[src/rtl/params_pkg.sv]
// Shared address-width defaults for the MMU page-table-walk path.
package params_pkg;
  localparam int VADDR_WIDTH = 32;
  localparam int PADDR_WIDTH = 32;
endpackage

[src/rtl/ptw_arbiter_if.sv]
// Bus bundle between the two TLB requesters, the walker and ptw_arbiter.
// The slave modport is the arbiter's view; master is the surrounding system.
interface ptw_arbiter_if #(
  parameter int VADDR_WIDTH = params_pkg::VADDR_WIDTH,
  parameter int PADDR_WIDTH = params_pkg::PADDR_WIDTH
);
  logic [1:0]               req_i;
  logic [2*VADDR_WIDTH-1:0] vaddr_i;
  logic                     flush_i;
  logic [1:0]               gnt_o;
  logic [1:0]               rsp_valid_o;
  logic                     rsp_error_o;
  logic [PADDR_WIDTH-1:0]   rsp_paddr_o;
  logic                     ptw_req_o;
  logic [VADDR_WIDTH-1:0]   ptw_vaddr_o;
  logic                     ptw_valid_i;
  logic                     ptw_error_i;
  logic [PADDR_WIDTH-1:0]   ptw_paddr_i;
  logic                     busy_o;

  modport slave (
    input  req_i, vaddr_i, flush_i, ptw_valid_i, ptw_error_i, ptw_paddr_i,
    output gnt_o, rsp_valid_o, rsp_error_o, rsp_paddr_o, ptw_req_o, ptw_vaddr_o, busy_o
  );

  modport master (
    output req_i, vaddr_i, flush_i, ptw_valid_i, ptw_error_i, ptw_paddr_i,
    input  gnt_o, rsp_valid_o, rsp_error_o, rsp_paddr_o, ptw_req_o, ptw_vaddr_o, busy_o
  );
endinterface

[src/rtl/ptw_arbiter.sv]
// Round-robin arbiter sharing one page-table walker between ITLB (id 0) and DTLB (id 1).
// One walk at a time: IDLE grants, WALK waits WALK_LATENCY cycles, RESP returns one pulse.
module ptw_arbiter #(
  parameter int VADDR_WIDTH  = params_pkg::VADDR_WIDTH,
  parameter int PADDR_WIDTH  = params_pkg::PADDR_WIDTH,
  parameter int WALK_LATENCY = 2
) (
  input  logic         clk_i,
  input  logic         rst_ni,
  ptw_arbiter_if.slave bus
);

  typedef enum logic [1:0] {
    IDLE = 2'd0,
    WALK = 2'd1,
    RESP = 2'd2
  } state_e;

  localparam logic [3:0] CNT_LOAD = 4'(WALK_LATENCY - 1);

  state_e                 state_q;
  logic                   id_q;
  logic                   rr_q;
  logic [3:0]             cnt_q;
  logic [VADDR_WIDTH-1:0] vaddr_q;
  logic                   err_q;
  logic [PADDR_WIDTH-1:0] paddr_q;

  logic                   gnt_valid_d;
  logic                   gnt_id_d;
  logic [VADDR_WIDTH-1:0] req_vaddr_d;
  logic                   cap_err_d;
  logic [PADDR_WIDTH-1:0] cap_paddr_d;
  logic                   rsp_live_d;

  // Arbitration; gated by rst_ni so no grant leaks out while reset is held.
  always_comb begin
    gnt_valid_d = 1'b0;
    gnt_id_d    = 1'b0;
    if (rst_ni && (state_q == IDLE) && !bus.flush_i) begin
      case (bus.req_i)
        2'b01: begin
          gnt_valid_d = 1'b1;
          gnt_id_d    = 1'b0;
        end
        2'b10: begin
          gnt_valid_d = 1'b1;
          gnt_id_d    = 1'b1;
        end
        2'b11: begin
          gnt_valid_d = 1'b1;
          gnt_id_d    = rr_q;
        end
        default: begin
          gnt_valid_d = 1'b0;
          gnt_id_d    = 1'b0;
        end
      endcase
    end else begin
      gnt_valid_d = 1'b0;
      gnt_id_d    = 1'b0;
    end
  end

  // Walker result capture: a missing valid is a timeout fault, faults carry no address.
  always_comb begin
    req_vaddr_d = '0;
    if (gnt_id_d) begin
      req_vaddr_d = bus.vaddr_i[2*VADDR_WIDTH-1:VADDR_WIDTH];
    end else begin
      req_vaddr_d = bus.vaddr_i[VADDR_WIDTH-1:0];
    end
    cap_err_d   = bus.ptw_error_i | ~bus.ptw_valid_i;
    cap_paddr_d = '0;
    if (cap_err_d) begin
      cap_paddr_d = '0;
    end else begin
      cap_paddr_d = bus.ptw_paddr_i;
    end
  end

  // Walk sequencer; rr_q flips on RESP entry so a later flush does not undo fairness.
  always_ff @(posedge clk_i or negedge rst_ni) begin
    if (!rst_ni) begin
      state_q <= IDLE;
      id_q    <= 1'b0;
      rr_q    <= 1'b0;
      cnt_q   <= 4'd0;
      vaddr_q <= '0;
      err_q   <= 1'b0;
      paddr_q <= '0;
    end else begin
      case (state_q)
        IDLE: begin
          if (gnt_valid_d) begin
            state_q <= WALK;
            id_q    <= gnt_id_d;
            vaddr_q <= req_vaddr_d;
            cnt_q   <= CNT_LOAD;
          end
        end
        WALK: begin
          if (bus.flush_i) begin
            state_q <= IDLE;
          end else if (cnt_q == 4'd0) begin
            err_q   <= cap_err_d;
            paddr_q <= cap_paddr_d;
            rr_q    <= ~id_q;
            state_q <= RESP;
          end else begin
            cnt_q <= cnt_q - 4'd1;
          end
        end
        RESP: begin
          state_q <= IDLE;
        end
        default: begin
          state_q <= IDLE;
        end
      endcase
    end
  end

  // A flush in the RESP cycle kills the pulse in that same cycle.
  assign rsp_live_d      = (state_q == RESP) && !bus.flush_i;
  assign bus.gnt_o       = gnt_valid_d ? (gnt_id_d ? 2'b10 : 2'b01) : 2'b00;
  assign bus.rsp_valid_o = rsp_live_d ? (id_q ? 2'b10 : 2'b01) : 2'b00;
  assign bus.rsp_error_o = rsp_live_d ? err_q : 1'b0;
  assign bus.rsp_paddr_o = rsp_live_d ? paddr_q : '0;
  assign bus.ptw_req_o   = (state_q == WALK);
  assign bus.ptw_vaddr_o = (state_q == WALK) ? vaddr_q : '0;
  assign bus.busy_o      = (state_q != IDLE);

endmodule

[src/flat_wrapper.sv]
// flat-port wrapper written by rule: the top's interface ports become plain ports
module ptw_arbiter_flat 
#(
  parameter int VADDR_WIDTH  = params_pkg::VADDR_WIDTH,
  parameter int PADDR_WIDTH  = params_pkg::PADDR_WIDTH,
  parameter int WALK_LATENCY = 2
)
  (clk_i, rst_ni, bus_req_i, bus_vaddr_i, bus_flush_i, bus_ptw_valid_i, bus_ptw_error_i, bus_ptw_paddr_i, bus_gnt_o, bus_rsp_valid_o, bus_rsp_error_o, bus_rsp_paddr_o, bus_ptw_req_o, bus_ptw_vaddr_o, bus_busy_o);
  ptw_arbiter_if #(.VADDR_WIDTH(VADDR_WIDTH), .PADDR_WIDTH(PADDR_WIDTH)) bus_i ();
  input  logic clk_i;
  input  logic rst_ni;
  input wire logic [$bits(bus_i.req_i)-1:0] bus_req_i;
  input wire logic [$bits(bus_i.vaddr_i)-1:0] bus_vaddr_i;
  input wire logic [$bits(bus_i.flush_i)-1:0] bus_flush_i;
  input wire logic [$bits(bus_i.ptw_valid_i)-1:0] bus_ptw_valid_i;
  input wire logic [$bits(bus_i.ptw_error_i)-1:0] bus_ptw_error_i;
  input wire logic [$bits(bus_i.ptw_paddr_i)-1:0] bus_ptw_paddr_i;
  output wire logic [$bits(bus_i.gnt_o)-1:0] bus_gnt_o;
  output wire logic [$bits(bus_i.rsp_valid_o)-1:0] bus_rsp_valid_o;
  output wire logic [$bits(bus_i.rsp_error_o)-1:0] bus_rsp_error_o;
  output wire logic [$bits(bus_i.rsp_paddr_o)-1:0] bus_rsp_paddr_o;
  output wire logic [$bits(bus_i.ptw_req_o)-1:0] bus_ptw_req_o;
  output wire logic [$bits(bus_i.ptw_vaddr_o)-1:0] bus_ptw_vaddr_o;
  output wire logic [$bits(bus_i.busy_o)-1:0] bus_busy_o;
  assign bus_i.req_i = bus_req_i;
  assign bus_i.vaddr_i = bus_vaddr_i;
  assign bus_i.flush_i = bus_flush_i;
  assign bus_i.ptw_valid_i = bus_ptw_valid_i;
  assign bus_i.ptw_error_i = bus_ptw_error_i;
  assign bus_i.ptw_paddr_i = bus_ptw_paddr_i;
  assign bus_gnt_o = bus_i.gnt_o;
  assign bus_rsp_valid_o = bus_i.rsp_valid_o;
  assign bus_rsp_error_o = bus_i.rsp_error_o;
  assign bus_rsp_paddr_o = bus_i.rsp_paddr_o;
  assign bus_ptw_req_o = bus_i.ptw_req_o;
  assign bus_ptw_vaddr_o = bus_i.ptw_vaddr_o;
  assign bus_busy_o = bus_i.busy_o;
  ptw_arbiter #(.VADDR_WIDTH(VADDR_WIDTH), .PADDR_WIDTH(PADDR_WIDTH), .WALK_LATENCY(WALK_LATENCY)) u_core (.clk_i(clk_i), .rst_ni(rst_ni), .bus(bus_i));
endmodule
[config.mk]
export PLATFORM = sky130hd
export DESIGN_NAME = ptw_arbiter_flat
export DESIGN_NICKNAME = d
export VERILOG_FILES = /design/src/rtl/params_pkg.sv /design/src/rtl/ptw_arbiter_if.sv /design/src/rtl/ptw_arbiter.sv /design/src/flat_wrapper.sv
export SDC_FILE = /design/constraint.sdc
export NUM_CORES = 1
export LEC_CHECK = 0
export ABC_AREA = 1
export CAP_MARGIN = 10
export CORE_UTILIZATION = 38
export DETAILED_ROUTE_END_ITERATION = 8
export GPL_ROUTABILITY_DRIVEN = 0
export GPL_TIMING_DRIVEN = 1
export PLACE_DENSITY = 0.74
export SYNTH_ARGS = -nofsm -noshare
export SYNTH_HDL_FRONTEND = slang
export SYNTH_SLANG_ARGS = --single-unit
[constraint.sdc]
create_clock -name clk_i -period 1.4 [get_ports clk_i]
set_input_delay 0.14 -clock clk_i [delete_from_list [all_inputs] [get_ports clk_i]]
set_output_delay 0.14 -clock clk_i [all_outputs]
set_load 0.01 [all_outputs]
# Word-level counts from Yosys, hierarchy flattened

Index checks and enable logic that the tools add are counted.

$add $sub $neg: 1
$mul: 0
Div/mod/pow operators: 0
Magnitude comparators: 0
Equal/unequal tests: 9
Shift-type cells: 0
Multiplexer cells: 21
Bitwise gates (word level): 4
Reductions and logical operators: 13

Operators with widths:

| kind                                                  | count |
|---|---|
| 2-to-1 mux 32 bit                                     | 4 |
| 2-to-1 mux 2 bit                                      | 7 |
| 2-to-1 mux 4 bit                                      | 3 |
| case mux 4 bit (2 select lines)                       | 1 |
| == test 2 bit, second input constant                  | 3 |
| == test 2 x 1 -> 1 bit, second input constant         | 2 |
| logical NOT 4 bit                                     | 1 |
| 2-to-1 mux 1 bit                                      | 4 |
| inequality test 2 bit, second input constant          | 2 |
| case mux 2 bit (2 select lines)                       | 1 |
| AND reduction 2 bit                                   | 2 |
| AND reduction 4 bit                                   | 1 |
| nonzero test 2 bit                                    | 2 |
| subtractor 4 x 1 -> 4 bit, second input constant      | 1 |
| logical AND 1 bit                                     | 3 |
| inequality test 3 x 2 -> 1 bit, second input constant | 1 |
| inverter 1 bit                                        | 3 |
| AND reduction 3 bit                                   | 1 |
| OR reduction 3 bit                                    | 1 |
| logical NOT 2 bit                                     | 1 |
| inequality test 2 x 1 -> 1 bit, second input constant | 1 |
| case mux 1 bit (2 select lines)                       | 1 |
| logical NOT 1 bit                                     | 1 |
| OR 1 bit                                              | 1 |

Register bits after elaboration: 73
Bits in latches: 0
RAM bits: 0
ROM bits: 0
Bits of input ports: 103
Output and inout bits: 71
Word-level logic and storage cells: 55
Memories kept: 0

# Longest topological paths before layout

Gate-level depths: netlist of the first run.

Word-level depth: 6
Mapped depth: 9
Gate-level depth less buffers: 7

# Worst setup path after synthesis of the first run

No wires, ideal clock.

Kind: register to register
Start: register u_core.cnt_q[0]
End: register u_core.paddr_q[25]
Library setup time: 0.121 ns
Arrival: 1.185 ns
Data required time: 1.279 ns
Slack: 0.095 ns
Stages on the path, launching flop included: 10
Path buffers: 2
Period minus slack after synthesis: 1.305 ns
Cells stage by stage: dfrtp_1 -> inv_1 -> ha_1 -> nand3_1 -> inv_1 -> nand2_2 -> buf_6 -> buf_6 -> nand2_1 -> o21ai_1

Longest elaborated chain between the ends: 2

Ends and longest elaborated chain:

| element                       | RTL line           | RTL |
|---|---|---|
| from (decl)                   | ptw_arbiter.sv:24  | `logic [3:0] cnt_q;` |
| from (signal assigned)        | ptw_arbiter.sv:111 | `cnt_q <= cnt_q - 4'd1;` |
| logical NOT 4 bit             | ptw_arbiter.sv:105 | `end else if (cnt_q == 4'd0) begin` |
| AND reduction 3 bit (no line) | -                  |  |
| to (signal assigned)          | ptw_arbiter.sv:107 | `paddr_q <= cap_paddr_d;` |
| to (decl)                     | ptw_arbiter.sv:27  | `logic [PADDR_WIDTH-1:0] paddr_q;` |

No other way between the ends.
A chain may end at the register's enable or synchronous reset.

# Worst setup path in the final report of the first run

Start: register u_core.state_q[1]
End: output port bus_ptw_vaddr_o[10]

Longest elaborated chain between the ends: 2

Ends and longest elaborated chain:

| element                | RTL line           | RTL |
|---|---|---|
| from (decl)            | ptw_arbiter.sv:21  | `state_e state_q;` |
| from (signal assigned) | ptw_arbiter.sv:85  | `state_q <= IDLE;` |
| from (signal assigned) | ptw_arbiter.sv:96  | `state_q <= WALK;` |
| from (signal assigned) | ptw_arbiter.sv:104 | `state_q <= IDLE;` |
| == test 2 x 1 -> 1 bit | ptw_arbiter.sv:131 | `assign bus.ptw_vaddr_o = (state_q == WALK) ? vaddr_q : '0;` |
| 2-to-1 mux 32 bit      | ptw_arbiter.sv:131 |  |
| to (decl)              | flat_wrapper.sv:23 | `output wire logic [$bits(bus_i.ptw_vaddr_o)-1:0] bus_ptw_vaddr_o;` |

No other way between the ends.

==> flow_metrics.tcl, run 1 <==
set metrics [dict create \
    die_area_mm2 0.01057 \
    clock_path_buffers 2 \
    routed_via_density 5.363 \
    violations "negative setup slack" \
    slew_headroom_pct 37.22 \
    avgSynthCellArea_um2 7.355 \
    critPathKind "reg2out" \
    synth_warnings 0 \
    start_util_pct 39.32 \
    rr_startpoint "u_core.state_q[0]" \
    synth-seq-cells 73 \
    clk_pin_slew_ns 0.08 \
    ir_drop_v 0.0005844 \
    finalCriticalPeriod_ns 1.662 \
    synthCells 525 \
    timing.fmax_mhz 601.8 \
    finalNonFillerCells 875 \
    tightest_slew_ns 0.9417 \
    final_max_slew_viol_count 0 \
    firstDrtPassIters 4 \
    cts.sinks 73 \
    fill_cells 558 \
    r2r-end "u_core.vaddr_q[8]" \
    fin_hold_ws_ns 0.02513 \
    final_hold_viol_count 0 \
    cp-end-kind "primary output" \
    final_common_cell "clkdlybuf4s50_1" \
    antenna_cells 0 \
    dp_slack_ns -0.3715 \
    maxCapViolations 0 \
    power_density_mw_per_mm2 1293 \
    arrival_ns 1.52 \
    rsz0062_at_grt "yes" \
    core_mm2 0.009819 \
    port_buffers 173 \
    routed_wl_um 17470 \
    start_kind "flop" \
    fin_ws_ns -0.2616 \
    grt_use_total_pct 27.05 \
    die_y_um 102.8 \
    cts.htree.levels 3 \
    drt_iter0_markers 184 \
    synth_area_mm2 0.003861 \
    hold_class "in2async" \
    cp_max_fo 8 \
    syn_nets 630 \
    fin_tns_setup_ns -23.83 \
    regArea_mm2 0.001827 \
    fin_skew_ns 0.005161 \
    rrSetupSlack_ns -0.26 \
    seq_area_frac_synth_pct 47.31 \
    status "finished with violations" \
    cts_buffers 9 \
    ant_nets 0 \
    io_pins 174 \
    hpwlAfterDp_um 7975 \
    rows 36 \
    area_growth_pct 97.70 \
    avgRoutedWirePerCell_um 19.96 \
    tritoncts "yes" \
    cts_root_buffer "clkbuf_8" \
    finalSetupViolations 144 \
    power_leakage_nw 3.403 \
    antenna_found_initial 0 \
    multiInputGateArea_mm2 0.002419 \
    drive_gt1_share_pct 43.13 \
    overflow 0 \
    grt_max_degree 74 \
    clk-insertion-delay-late_ns 0.34 \
    cts_hold_buffers 0 \
    grt_pass1_wl_um 21350 \
    worst-r2r-cell-count 10 \
    min_period_over_period_pct 118.7 \
    layout.cells.most_common_list "101 x clkdlybuf4s50_1, 80 x nand2_1, 73 x inv_1, 73 x dfrtp_1, 57 x buf_6" \
    num-nets-final 842 \
    dpl.cell_count 819 \
    cp.required_ns 1.26 \
    num_vias 4693 \
    post-route-util_pct 77.74 \
    ys_types 22 \
    die-width_um 102.8 \
    drc 0 \
    grt_pass1_vias 4136 \
]
-- state kept, by name (all words and copies together) (netlist names) --
register / cells
u_core.err_q: 1
u_core.cnt_q: 4
u_core.id_q: 1
u_core.rr_q: 1
u_core.vaddr_q: 32
u_core.state_q: 2
u_core.paddr_q: 32
-- Yosys cell counts --
master	count	area share, %
nand2_1	115	11
inv_1	78	7.6
dfrtp_1	73	47
nand3_1	73	9.5
nor2_1	69	6.7
nand4_1	33	5.3
o21ai_0	24	3.1
buf_2	12	1.6
clkbuf_1	11	1.1
o21ai_1	10	1.3
buf_6	6	1.7
buf_4	4	0.78
buf_1	3	0.29
inv_2	3	0.29
nand2_2	3	0.49
ha_1	2	0.65
clkbuf_2	1	0.13
nor2_2	1	0.16
nor2_4	1	0.29
or2_0	1	0.16
or2_2	1	0.16
xor2_1	1	0.23
-- power by group --
| part | leakage, nW | internal [mW] | switching [mW] |
|---|---|---|---|
| Sequential | 0.945 | 2.79 | 0.578 |
| Clock | 0.112 | 0.934 | 0.787 |
| Combinational | 2.35 | 2.21 | 2.57 |
-- routing by layer --
layer	wire (um)	vias to the layer above	track usage (%)
li1	-	2084	-
met2	8742	253	48.21
met1	6351	2303	31.26
met3	1737	53	6.780
met4	633	0	10.29
met5	0	-	0
-- critical path, cell delays in order (launching register included) --
cell       delay (ns)
dfrtp_1          0.44
inv_2            0.15
nand2_8          0.12
clkbuf_16        0.21
nor2_1           0.12
buf_2            0.14
-- area by class of cell --
type | instances | share of cell area (%)
clock buffer | 15 | 2.704
clock inverter | 1 | 0.06556
inverter | 81 | 4.016
multi-input combinational | 334 | 31.68
sequential | 73 | 23.93
tap | 133 | 2.180
timing repair buffer | 238 | 35.42
-- logic make-up after synthesis --
group	share of synthesized area [%]
flops	47.31
compound gates	4.407
fa+ha+maj	0.6480
simple gates	33.96
buf+inv	13.45
xor+xnor	0.2269
-- metrics by stage --
step	cell area [um^2]	power [mW]
after global routing	7634	10.33
after global placement	5807	5.836
after floorplan	3861	4.664
after CTS	6658	8.333
final	7634	9.869
after detailed placement	5807	5.959
-- timing repair --
item                                    CTS  global route
endpoints found under the setup margin  111           144
resized for setup                       371           253
setup buffers                            15            12
pin swaps                                22            31
cloned                                   18             6
-- worst max-delay path by stage --
stage | to | depth (start not counted) | startpoint
finish | bus_ptw_vaddr_o[10] | 5 | u_core.state_q[1]
global route | bus_rsp_paddr_o[12] | 5 | u_core.state_q[0]
CTS | bus_rsp_paddr_o[12] | 6 | u_core.state_q[0]
detailed placement | bus_rsp_paddr_o[30] | 6 | bus_flush_i
global placement | bus_rsp_paddr_o[2] | 6 | bus_flush_i
floorplan | u_core.paddr_q[25] | 9 | u_core.cnt_q[0]
(Power assumes the default switching activity.)
==> run 2, diff against run 1 <==
Settings changed: RECOVER_POWER from default to 50.
==> flow_metrics.tcl, run 2 (synthesis results as in run 1) <==
set metrics [dict create \
    cts.sinks 73 \
    die-width_um 102.8 \
    fin_skew_ns 0.005209 \
    num-nets-final 842 \
    slew_headroom_pct 32.12 \
    drt_iter0_markers 184 \
    area_growth_pct 97.70 \
    timing.fmax_mhz 600.6 \
    firstDrtPassIters 4 \
    hpwlAfterDp_um 7975 \
    final_max_slew_viol_count 0 \
    ir_drop_v 0.0005844 \
    start_kind "flop" \
    ant_nets 0 \
    fin_ws_ns -0.2649 \
    status "finished with violations" \
    startpoint "u_core.state_q[1]" \
    power_leakage_nw 3.402 \
    power.total_mw 9.870 \
    clock_path_buffers 2 \
    routed_wl_um 17470 \
    drc 0 \
    antenna_found_initial 1 \
    core_mm2 0.009819 \
    grt_use_total_pct 27.05 \
    worst-r2r-cell-count 10 \
    hold_class "in2async" \
    grt_max_degree 74 \
    power_density_mw_per_mm2 1293 \
    layout.cells.most_common_list "101 x clkdlybuf4s50_1, 80 x nand2_1, 73 x inv_1, 73 x dfrtp_1, 57 x buf_6" \
    cp.required_ns 1.26 \
    grt_pass1_vias 4136 \
    cp_max_fo 8 \
    clk_pin_slew_ns 0.08 \
    final_hold_viol_count 0 \
    reg_top3 "u_core.paddr_q: 32 flops, u_core.vaddr_q: 32 flops, u_core.cnt_q: 4 flops" \
    cts_root_buffer "clkbuf_8" \
    start_util_pct 39.32 \
    clk-insertion-delay-late_ns 0.34 \
    rrSetupSlack_ns -0.26 \
    rsz0062_at_grt "yes" \
    routed_via_density 5.368 \
    cp-end-kind "primary output" \
    arrival_ns 1.52 \
    antenna_cells 0 \
    violations "negative setup slack" \
    num_vias 4697 \
    die_y_um 102.8 \
    r2r-end "u_core.vaddr_q[8]" \
    rows 36 \
    finalSetupViolations 144 \
    avgRoutedWirePerCell_um 19.97 \
    critPathKind "reg2out" \
    port_buffers 173 \
    io_pins 174 \
    overflow 0 \
    maxCapViolations 0 \
    rr_startpoint "u_core.state_q[0]" \
    final_common_cell "clkdlybuf4s50_1" \
    finalCriticalPeriod_ns 1.665 \
    cts.htree.levels 3 \
    dp_slack_ns -0.3715 \
    tightest_slew_ns 1.018 \
    tritoncts "yes" \
    drive_gt1_share_pct 43.13 \
    min_period_over_period_pct 118.9 \
    cts_buffers 9 \
    die_area_mm2 0.01057 \
    grt_pass1_wl_um 21350 \
]
run 2: metal layers:
metal	up-vias	routed length [um]	part of all wire [%]	GRT usage [%]
met1	2304	6354	36	31.26
li1	2083	-	-	-
met5	-	17	0.097	0
met3	55	1719	9.8	6.780
met4	2	635	3.6	10.29
met2	253	8744	50	48.21
run 2: area by class of cell:
type,instances,area (um^2)
multi-input cells,334,2419
clock buffers,15,206.4
fillers,558,2186
clock inverters,1,5.005
repair buffers,238,2704
flip-flops and latches,73,1827
well taps,133,166.4
inverters,81,306.5
run 2: critical path, cell delays in order (launching register included):
cell       delay (ns)
dfrtp_1          0.44
inv_2            0.15
nand2_8          0.12
clkbuf_16        0.21
nor2_1           0.12
buf_2            0.14
run 2: worst max-delay path by stage:
stage                                endpoint  slack [ns]
after CTS                 bus_rsp_paddr_o[12]       -0.26
after global routing      bus_rsp_paddr_o[12]       -0.33
after detailed placement  bus_rsp_paddr_o[30]       -0.37
after global placement     bus_rsp_paddr_o[2]       -0.35
final                     bus_ptw_vaddr_o[10]       -0.26
after floorplan            u_core.paddr_q[25]        0.09
run 2: power by group:
part           total, mW  internal (mW)  switching (mW)
clock network       1.72          0.934           0.788
logic               4.78           2.21            2.57
registers           3.37           2.79           0.579
total               9.87           5.93            3.93
run 2: repair_timing:
item,4_1_cts,5_1_grt
hold buffers,0,0
setup buffers,15,12
resized for setup,371,253
endpoints found under the setup margin,111,144
cloned,18,6
pin swaps,22,31
run 2: through the flow:
stage	cells	hold slack [ns]	TNS, ns	utilization (%)	instance area, um^2
final	875	0.1059	-24.10	77.74	7634
after global routing	875	0.1758	-32.36	77.74	7634
after CTS	868	0.06192	-25.15	67.80	6658
after detailed placement	819	0.4443	-24.56	59.14	5807
after global placement	819	0.4399	-22.49	59.14	5807
after floorplan	525	-0.1556	0	-	3861
